==> src/rtl/decode_dispatch_ctrl.sv <==
// decode_dispatch_ctrl
// 2-wide in-order decode/dispatch scheduler between the fetch queue and the
// backend. It buffers up to two fetched instructions, classifies each one as
// ALU/MUL/MEM/BR and releases them oldest-first when ROB and reservation-station
// credits cover them. The backend always accepts, so credits act as back-pressure.
//
// Optional feature: define DISPATCH_PERF_EN to build the stall counters.
// When it is undefined, both perf outputs are tied to zero.
//
// Ports
//   clk, rst_n          clock; synchronous active-low reset
//   flush               squash the buffered instructions
//   fq_valid/inst/pc    fetch pair {lane1,lane0}; lane0 is the oldest
//   fq_ready            the fetch pair is accepted this cycle
//   rob_free            free ROB entries
//   rs_*_free           free RS slots per class, saturated at 2
//   disp_valid/class/illegal/inst/pc
//                       dispatch lanes {lane1,lane0}; unused lanes drive 0
//   perf_stall_rob/rs   stall-cycle counters
module decode_dispatch_ctrl #(
    parameter int unsigned ROB_IDX_W = 5,
    parameter int unsigned PC_W      = 32
) (
    input  logic                  clk,
    input  logic                  rst_n,
    input  logic                  flush,
    input  logic [1:0]            fq_valid,
    input  logic [63:0]           fq_inst,
    input  logic [2*PC_W-1:0]     fq_pc,
    output logic                  fq_ready,
    input  logic [ROB_IDX_W:0]    rob_free,
    input  logic [1:0]            rs_alu_free,
    input  logic [1:0]            rs_mul_free,
    input  logic [1:0]            rs_mem_free,
    input  logic [1:0]            rs_br_free,
    output logic [1:0]            disp_valid,
    output logic [3:0]            disp_class,
    output logic [1:0]            disp_illegal,
    output logic [63:0]           disp_inst,
    output logic [2*PC_W-1:0]     disp_pc,
    output logic [31:0]           perf_stall_rob,
    output logic [31:0]           perf_stall_rs
);

    typedef enum logic [1:0] {ST_EMPTY, ST_ONE, ST_TWO} state_t;

    localparam logic [ROB_IDX_W:0] ROB_ZERO = '0;
    localparam logic [ROB_IDX_W:0] ROB_TWO  = (ROB_IDX_W+1)'(2);

    state_t          r_state;
    logic [31:0]     r_inst0, r_inst1;
    logic [PC_W-1:0] r_pc0, r_pc1;

    // Returns {illegal, class[1:0]}.
    function automatic logic [2:0] classify(input logic [31:0] inst);
        logic [2:0] res;
        unique case (inst[6:0])
            7'b0110111, 7'b0010111, 7'b0010011: res = 3'b000;
            7'b0110011: res = (inst[31:25] == 7'b0000001) ? 3'b001 : 3'b000;
            7'b0000011, 7'b0100011:             res = 3'b010;
            7'b1101111, 7'b1100111, 7'b1100011: res = 3'b011;
            default:                            res = 3'b100;
        endcase
        return res;
    endfunction

    function automatic logic [1:0] free_of(input logic [1:0] cls, input logic [1:0] alu,
                                           input logic [1:0] mul, input logic [1:0] mem,
                                           input logic [1:0] br);
        logic [1:0] res;
        unique case (cls)
            2'd0:    res = alu;
            2'd1:    res = mul;
            2'd2:    res = mem;
            default: res = br;
        endcase
        return res;
    endfunction

    logic [2:0] w_dec0, w_dec1;
    logic [1:0] w_free0, w_free1;
    logic       w_active, w_go0, w_go1, w_empty_after, w_accept;

    assign w_dec0  = classify(r_inst0);
    assign w_dec1  = classify(r_inst1);
    assign w_free0 = free_of(w_dec0[1:0], rs_alu_free, rs_mul_free, rs_mem_free, rs_br_free);
    assign w_free1 = free_of(w_dec1[1:0], rs_alu_free, rs_mul_free, rs_mem_free, rs_br_free);

    assign w_active = rst_n & ~flush;
    assign w_go0    = w_active & (r_state != ST_EMPTY) & (rob_free != ROB_ZERO)
                    & (w_free0 != 2'd0);
    // A second instruction of the same class needs two slots of that class.
    assign w_go1    = w_go0 & (r_state == ST_TWO) & (rob_free >= ROB_TWO)
                    & ((w_dec1[1:0] == w_dec0[1:0]) ? (w_free1 == 2'd2) : (w_free1 != 2'd0));

    always_comb begin
        unique case (r_state)
            ST_EMPTY: w_empty_after = 1'b1;
            ST_ONE:   w_empty_after = w_go0;
            default:  w_empty_after = w_go1;
        endcase
    end

    assign fq_ready = w_active & w_empty_after;
    assign w_accept = fq_ready & fq_valid[0];

    assign disp_valid   = {w_go1, w_go0};
    assign disp_class   = {w_go1 ? w_dec1[1:0] : 2'd0, w_go0 ? w_dec0[1:0] : 2'd0};
    assign disp_illegal = {w_go1 & w_dec1[2], w_go0 & w_dec0[2]};
    assign disp_inst    = {w_go1 ? r_inst1 : 32'h0, w_go0 ? r_inst0 : 32'h0};
    assign disp_pc      = {w_go1 ? r_pc1 : {PC_W{1'b0}}, w_go0 ? r_pc0 : {PC_W{1'b0}}};

    always_ff @(posedge clk) begin
        if (!rst_n || flush) begin
            r_state <= ST_EMPTY;
        end else if (fq_ready) begin
            // Buffer drains this cycle, so a new pair (or nothing) replaces it.
            if (w_accept) begin
                r_state <= fq_valid[1] ? ST_TWO : ST_ONE;
                r_inst0 <= fq_inst[31:0];
                r_inst1 <= fq_inst[63:32];
                r_pc0   <= fq_pc[PC_W-1:0];
                r_pc1   <= fq_pc[2*PC_W-1:PC_W];
            end else begin
                r_state <= ST_EMPTY;
            end
        end else if (r_state == ST_TWO && w_go0) begin
            r_state <= ST_ONE;
            r_inst0 <= r_inst1;
            r_pc0   <= r_pc1;
        end
    end

`ifdef DISPATCH_PERF_EN
    logic [31:0] r_stall_rob, r_stall_rs;
    logic        w_blocked;

    assign w_blocked = w_active & (r_state != ST_EMPTY) & ~w_go0;

    always_ff @(posedge clk) begin
        if (!rst_n) begin
            r_stall_rob <= 32'h0;
            r_stall_rs  <= 32'h0;
        end else if (w_blocked) begin
            if (rob_free == ROB_ZERO) begin
                if (r_stall_rob != 32'hFFFF_FFFF) r_stall_rob <= r_stall_rob + 32'd1;
            end else if (r_stall_rs != 32'hFFFF_FFFF) begin
                // rob_free is non-zero, so the class credit is what blocked lane0.
                r_stall_rs <= r_stall_rs + 32'd1;
            end
        end
    end

    assign perf_stall_rob = r_stall_rob;
    assign perf_stall_rs  = r_stall_rs;
`else
    assign perf_stall_rob = 32'h0;
    assign perf_stall_rs  = 32'h0;
`endif

endmodule
==> config.mk <==
export PLATFORM = sky130hd
export DESIGN_NAME = decode_dispatch_ctrl
export DESIGN_NICKNAME = d
export VERILOG_FILES = /design/src/rtl/decode_dispatch_ctrl.sv
export SDC_FILE = /design/constraint.sdc
export NUM_CORES = 1
export LEC_CHECK = 0
export CORE_AREA = 2 2 134 136
export DETAILED_ROUTE_END_ITERATION = 8
export DIE_AREA = 0 0 136 138
export MAX_ROUTING_LAYER = met4
export PLACE_DENSITY = 0.88
export SKIP_CTS_REPAIR_TIMING = 1
export SYNTH_ARGS = -nofsm -noshare
export SYNTH_HDL_FRONTEND = slang
export SYNTH_SLANG_ARGS = --single-unit
==> constraint.sdc <==
create_clock -name clk -period 27 [get_ports clk]
set_clock_uncertainty 0.1 [all_clocks]
set_input_delay 5.4 -clock clk [delete_from_list [all_inputs] [get_ports clk]]
set_output_delay 5.4 -clock clk [all_outputs]
set_load 0.05 [all_outputs]
---- Word level (Yosys, flattened, before mapping) ----
Cells that the tools add are included.
cells by class
  div/mod/pow operators ................... 0
  bitwise gates (word level) .............. 13
  reduce and logical (&&, ||, !) cells .... 19
  multiply operators ...................... 0
  shift operators ......................... 0
  $lt $le $gt $ge ......................... 1
  eq/ne operators ......................... 29
  multiplexer cells ....................... 24
  $add $sub $neg .......................... 0
operator list
  operator              number
  $mux W32              10
  $eq A7 B6 Y1 const B  6
  $eq A7 B7 Y1 const B  6
  $eq A7 B5 Y1 const B  4
  $pmux W3 S4           2
  $eq A7 B1 Y1 const B  2
  $eq A7 B2 Y1 const B  2
  $mux W2               6
  $pmux W2 S3           2
  $reduce_or A3 Y1      4
  $and A1 B1 Y1         11
  $eq A2 B2 Y1 const B  4
  $reduce_bool A2 Y1    4
  $eq A2 B1 Y1 const B  3
  $ge A6 B2 Y1 const B  1
  $logic_not A2 Y1      3
  $reduce_and A3 Y1     2
  $reduce_bool A6 Y1    1
  $reduce_or A2 Y1      2
  $mux W1               3
  $eq A2 B2 Y1          1
  $ne A2 B1 Y1 const B  1
  $not A1 Y1            2
  $pmux W1 S2           1
  other kinds (3)       3
storage, ports and cells
  register bits after elaboration ......... 130
  memories ................................ 0
  memory bits (writable) .................. 0
  latch bits .............................. 0
  memory bits (read-only) ................. 0
  output and inout bits ................... 201
  word-level logic and storage cells ...... 91

---- Logic depth before layout (Yosys ltp) ----
  depth in word-level cells ............... 15
  gate-level depth with buffers ........... 11
  depth with buffers taken out ............ 7

---- Worst setup path before layout ----
Ideal clock, no wire load.
  path kind ............................... input port to output port
  from .................................... input rst_n
  to ...................................... output disp_illegal[0]
  slack ................................... 13.414 ns
  buffers on the path ..................... 2
  required time ........................... 21.500 ns
  arrival ................................. 8.086 ns
  stages .................................. 8
  cell sequence ........................... nor2b_1 > o311ai_0 > o21ba_2 > a22o_1 > buf_2 > clkbuf_1 > inv_1 > a311oi_1
between the ends
  cells in the longest elaborated chain, start to end .. 5
RTL lines
  item                         RTL line  RTL
  start, declared              25        input logic rst_n,
  $and A1 B1 Y1                89        assign w_active = rst_n & ~flush;
  $and A1 B1 Y1 (2 in series)  90        assign w_go0 = w_active & (r_state != ST_EMPTY) & (rob_free != ROB_ZERO)
  $and A1 B1 Y1                91        & (w_free0 != 2'd0);
  $and A1 B1 Y1                109       assign disp_illegal = {w_go1 & w_dec1[2], w_go0 & w_dec0[2]};
  end, declared                38        output logic [1:0] disp_illegal,
No other way between the ends.

---- Worst setup path in the final report ----
  from .................................... input rst_n
  to ...................................... output fq_ready
between the ends
  cells in the longest elaborated chain, start to end .. 9
RTL lines
  item                         RTL line  RTL
  $and A1 B1 Y1 (*)            89
  $and A1 B1 Y1 (2 in series)  90
  $and A1 B1 Y1                91
  $and A1 B1 Y1 (2 in series)  93        assign w_go1 = w_go0 & (r_state == ST_TWO) & (rob_free >= ROB_TWO)
  $and A1 B1 Y1                94        & ((w_dec1[1:0] == w_dec0[1:0]) ? (w_free1 == 2'd2) : (w_free1 != 2'd0));
  $pmux W1 S2                  97        unique case (r_state)
  $and A1 B1 Y1 (*)            104       assign fq_ready = w_active & w_empty_after;
  end, declared                30        output logic fq_ready,
Mark *: on every way between the ends. The rest lies on a longest branch, timed or not.

==> out/qor.yml <==
pwr:
  vdd_drop_max_uv: 39.4
  p_per_area_nw_per_um2: 52.1
  switching_share: 0.255
  combPwrFrac: 0.147
  power.internal_mw: 0.404
  power.total_mw: 0.543
  p_sw_mw: 0.138
  p_clk_frac: 0.420
  p_leak_nw: 3.99
  sequentialPowerShare: 0.433
clock_tree:
  clkTransAtPathRegs_ps: 60
  cts.path.max_buffers: 2
  clock_latency_ps: 410
  cts_tree: "built"
  cts_buffers: 17
  clkSinkCount: 130
  ctsRootBufferMaster: "clkbuf_16"
  cts_max_level: 4
yosys:
  synth_area_leader_cell: "edfxtp_1"
  synth_edf_count: 128
  synth.avg_cell_area_sq_um: 10.9
  synth_warnings: 0
  synthTopCellsByArea: "edfxtp_1, nand2_1, buf_4"
  synthArstFlopShare: 0
  synth.cell_area_sq_um: 7180
  yosysMostFrequentCell: "nand2_1"
  synth_common_cells: "nand2_1, edfxtp_1, buf_4"
  syn_inst: 659
  synth_top_area_frac: 0.535
  yosysSeqAreaShare: 0.541
  ys.flop_type: "edfxtp_1"
  synthDistinctLibCells: 55
  synth_seq_cells: 130
detailed_routing:
  post_drt_wl_per_cell_um: 18.7
  first_iter_violations: 343
  vias_per_cell: 5.06
  wirelength_um: 21500
  antenna_left: 0
  route.detailed.drc: 0
  via_count: 5849
  firstDrtPassIters: 5
setup_path:
  worstSetupStartpointType: "primary input"
  crit_chain: "clkdlybuf4s50_1, nor2b_1, o311ai_0, o21ba_2, a22o_2, o31a_2, nor2b_1, clkdlybuf4s50_1"
  criticalPathCategory: "in -> out"
  slowest_delay_ps: 860
  cp_slowest_cell: "clkdlybuf4s50_1"
  arrival_ps: 9260
  cp_max_fo: 71
  cp_data_required_time_ps: 21500
  worstSetupEndpointType: "output port"
die:
  ios: 348
  dieArea_sq_um: 18800
  initial_core_util: 0.410
  die_y_um: 138
  core_sq_um: 17500
  rows: 49
  die_w_um: 136
cells_and_area:
  n_antenna_cell: 0
  area.growth.synth_to_final_pct: 45.1
  final_nets: 1061
  stdcell_count: 1155
  final_util: 0.595
  drive_above_1_share: 0.0896
  n_fill_cell: 1450
timing:
  post-route-period-util: 0.547
  slew_violations: 0
  relSlewSlack: 0.280
  worstMarginPinSlew_ps: 1080
  fmax_mhz: 67.8
  timing.final.crit_period_ps: 14760
  setup_viol: 0
  rsz0062_at_grt: "false"
  hold_slack_ps: 443
  tns_ps: 0
  hold_violations: 0
hold_path:
  hp-class: "reg -> reg"
global_route:
  grt_pass1_vias: 5767
  antenna_found_initial: 0
  grt_pass1_wl_um: 32800
  grtUsageTotal: 0.236
  grt_max_degree: 72
  grt_overflow: 0
placed_design:
  finalWeightedCongestion: 0.903
  hpwl_um: 14800
  portBuffers: 283
  placed_cells: 1124
run_status:
  status: "completed"
flow_run:
  maxCapViolations: 0
routing by layer:
metal,track usage,part of all wire
met5,-,0
met3,0.0436,0.062
met1,0.296,0.41
met2,0.378,0.49
met4,0.0866,0.030
cell usage in the layout, fill, tap and decap left out, drive strengths merged, types with 2 or more instances in the layout:
cell type      instances
buf                    8
conb                  64
clkinv                 8
mux2i                  3
or2                    5
nor2b                  5
o211ai                 4
nand2                137
nor3                   6
and2                  65
or3                    2
o22ai                 65
dfxtp                  2
nor4                   5
inv                    5
clkdlybuf4s50        283
clkbuf                17
and4                   2
or4                    4
nor4b                  2
o21ai                  3
a21oi                  3
and3                  64
bufinv                 3
clkinvlp               3
nor2                   8
edfxtp               128
worst paths after layout:
| path | from | to | slack, ps | depth (start not counted) |
|---|---|---|---|---|
| worst max register to register | r_inst0[2]$_DFFE_PP_ | r_inst1[7]$_DFFE_PP_ | 21390 | 9 |
| worst max-delay path | rst_n | fq_ready | 12240 | 8 |
| worst min register to register | r_state[1]$_SDFFE_PN0P_ | r_state[0]$_SDFFE_PN0P_ | 440 | 1 |
| worst min-delay path | r_state[1]$_SDFFE_PN0P_ | r_state[0]$_SDFFE_PN0P_ | 440 | 1 |
state kept, by name (all words and copies together) (netlist names):
name     cells
r_inst1     32
r_inst0     32
r_state      2
r_pc0       32
r_pc1       32
power groups by stage:
stage,Clock (mW),Sequential (mW),Combinational [mW]
3_5_place_dp,0,0.239,0.0800
2_1_floorplan,0,0.239,0.0561
6_report,0.228,0.235,0.0800
5_1_grt,0.239,0.236,0.0855
3_3_place_gp,0,0.239,0.0788
4_1_cts,0.231,0.235,0.0803
worst max-delay path: cells and delay by family:
kind / cells / cell delay [ps]
compound gates: 4 / 1780
buf+inv: 2 / 1310
simple gates: 2 / 760
stage by stage:
stage | worst slack, ps | instance area, sq um
6_report | 12240 | 10400
5_1_grt | 11880 | 10400
4_1_cts | 12070 | 10400
3_5_place_dp | 12070 | 9860
3_3_place_gp | 12150 | 9860
2_1_floorplan | 13410 | 7420
cell families after synthesis:
kind of cell           share of synthesized area
AND/OR/NAND/NOR                            0.229
AO/OA/AOI/OAI                              0.114
flip-flops                                 0.541
other                                   0.000522
buffers and inverters                      0.112
multiplexers                             0.00418
layout make-up:
| type | count | area, sq um | area share |
|---|---|---|---|
| Tap cell | 229 | 287 | 0.0275 |
| Inverter | 5 | 18.8 | 0.00180 |
| Clock buffer | 17 | 425 | 0.0408 |
| Sequential cell | 130 | 3880 | 0.372 |
| Timing Repair Buffer | 291 | 2890 | 0.277 |
| Clock inverter | 14 | 146 | 0.0140 |
| Multi-Input combinational cell | 469 | 2770 | 0.266 |
Note: power is estimated with default switching activity, not from simulation.
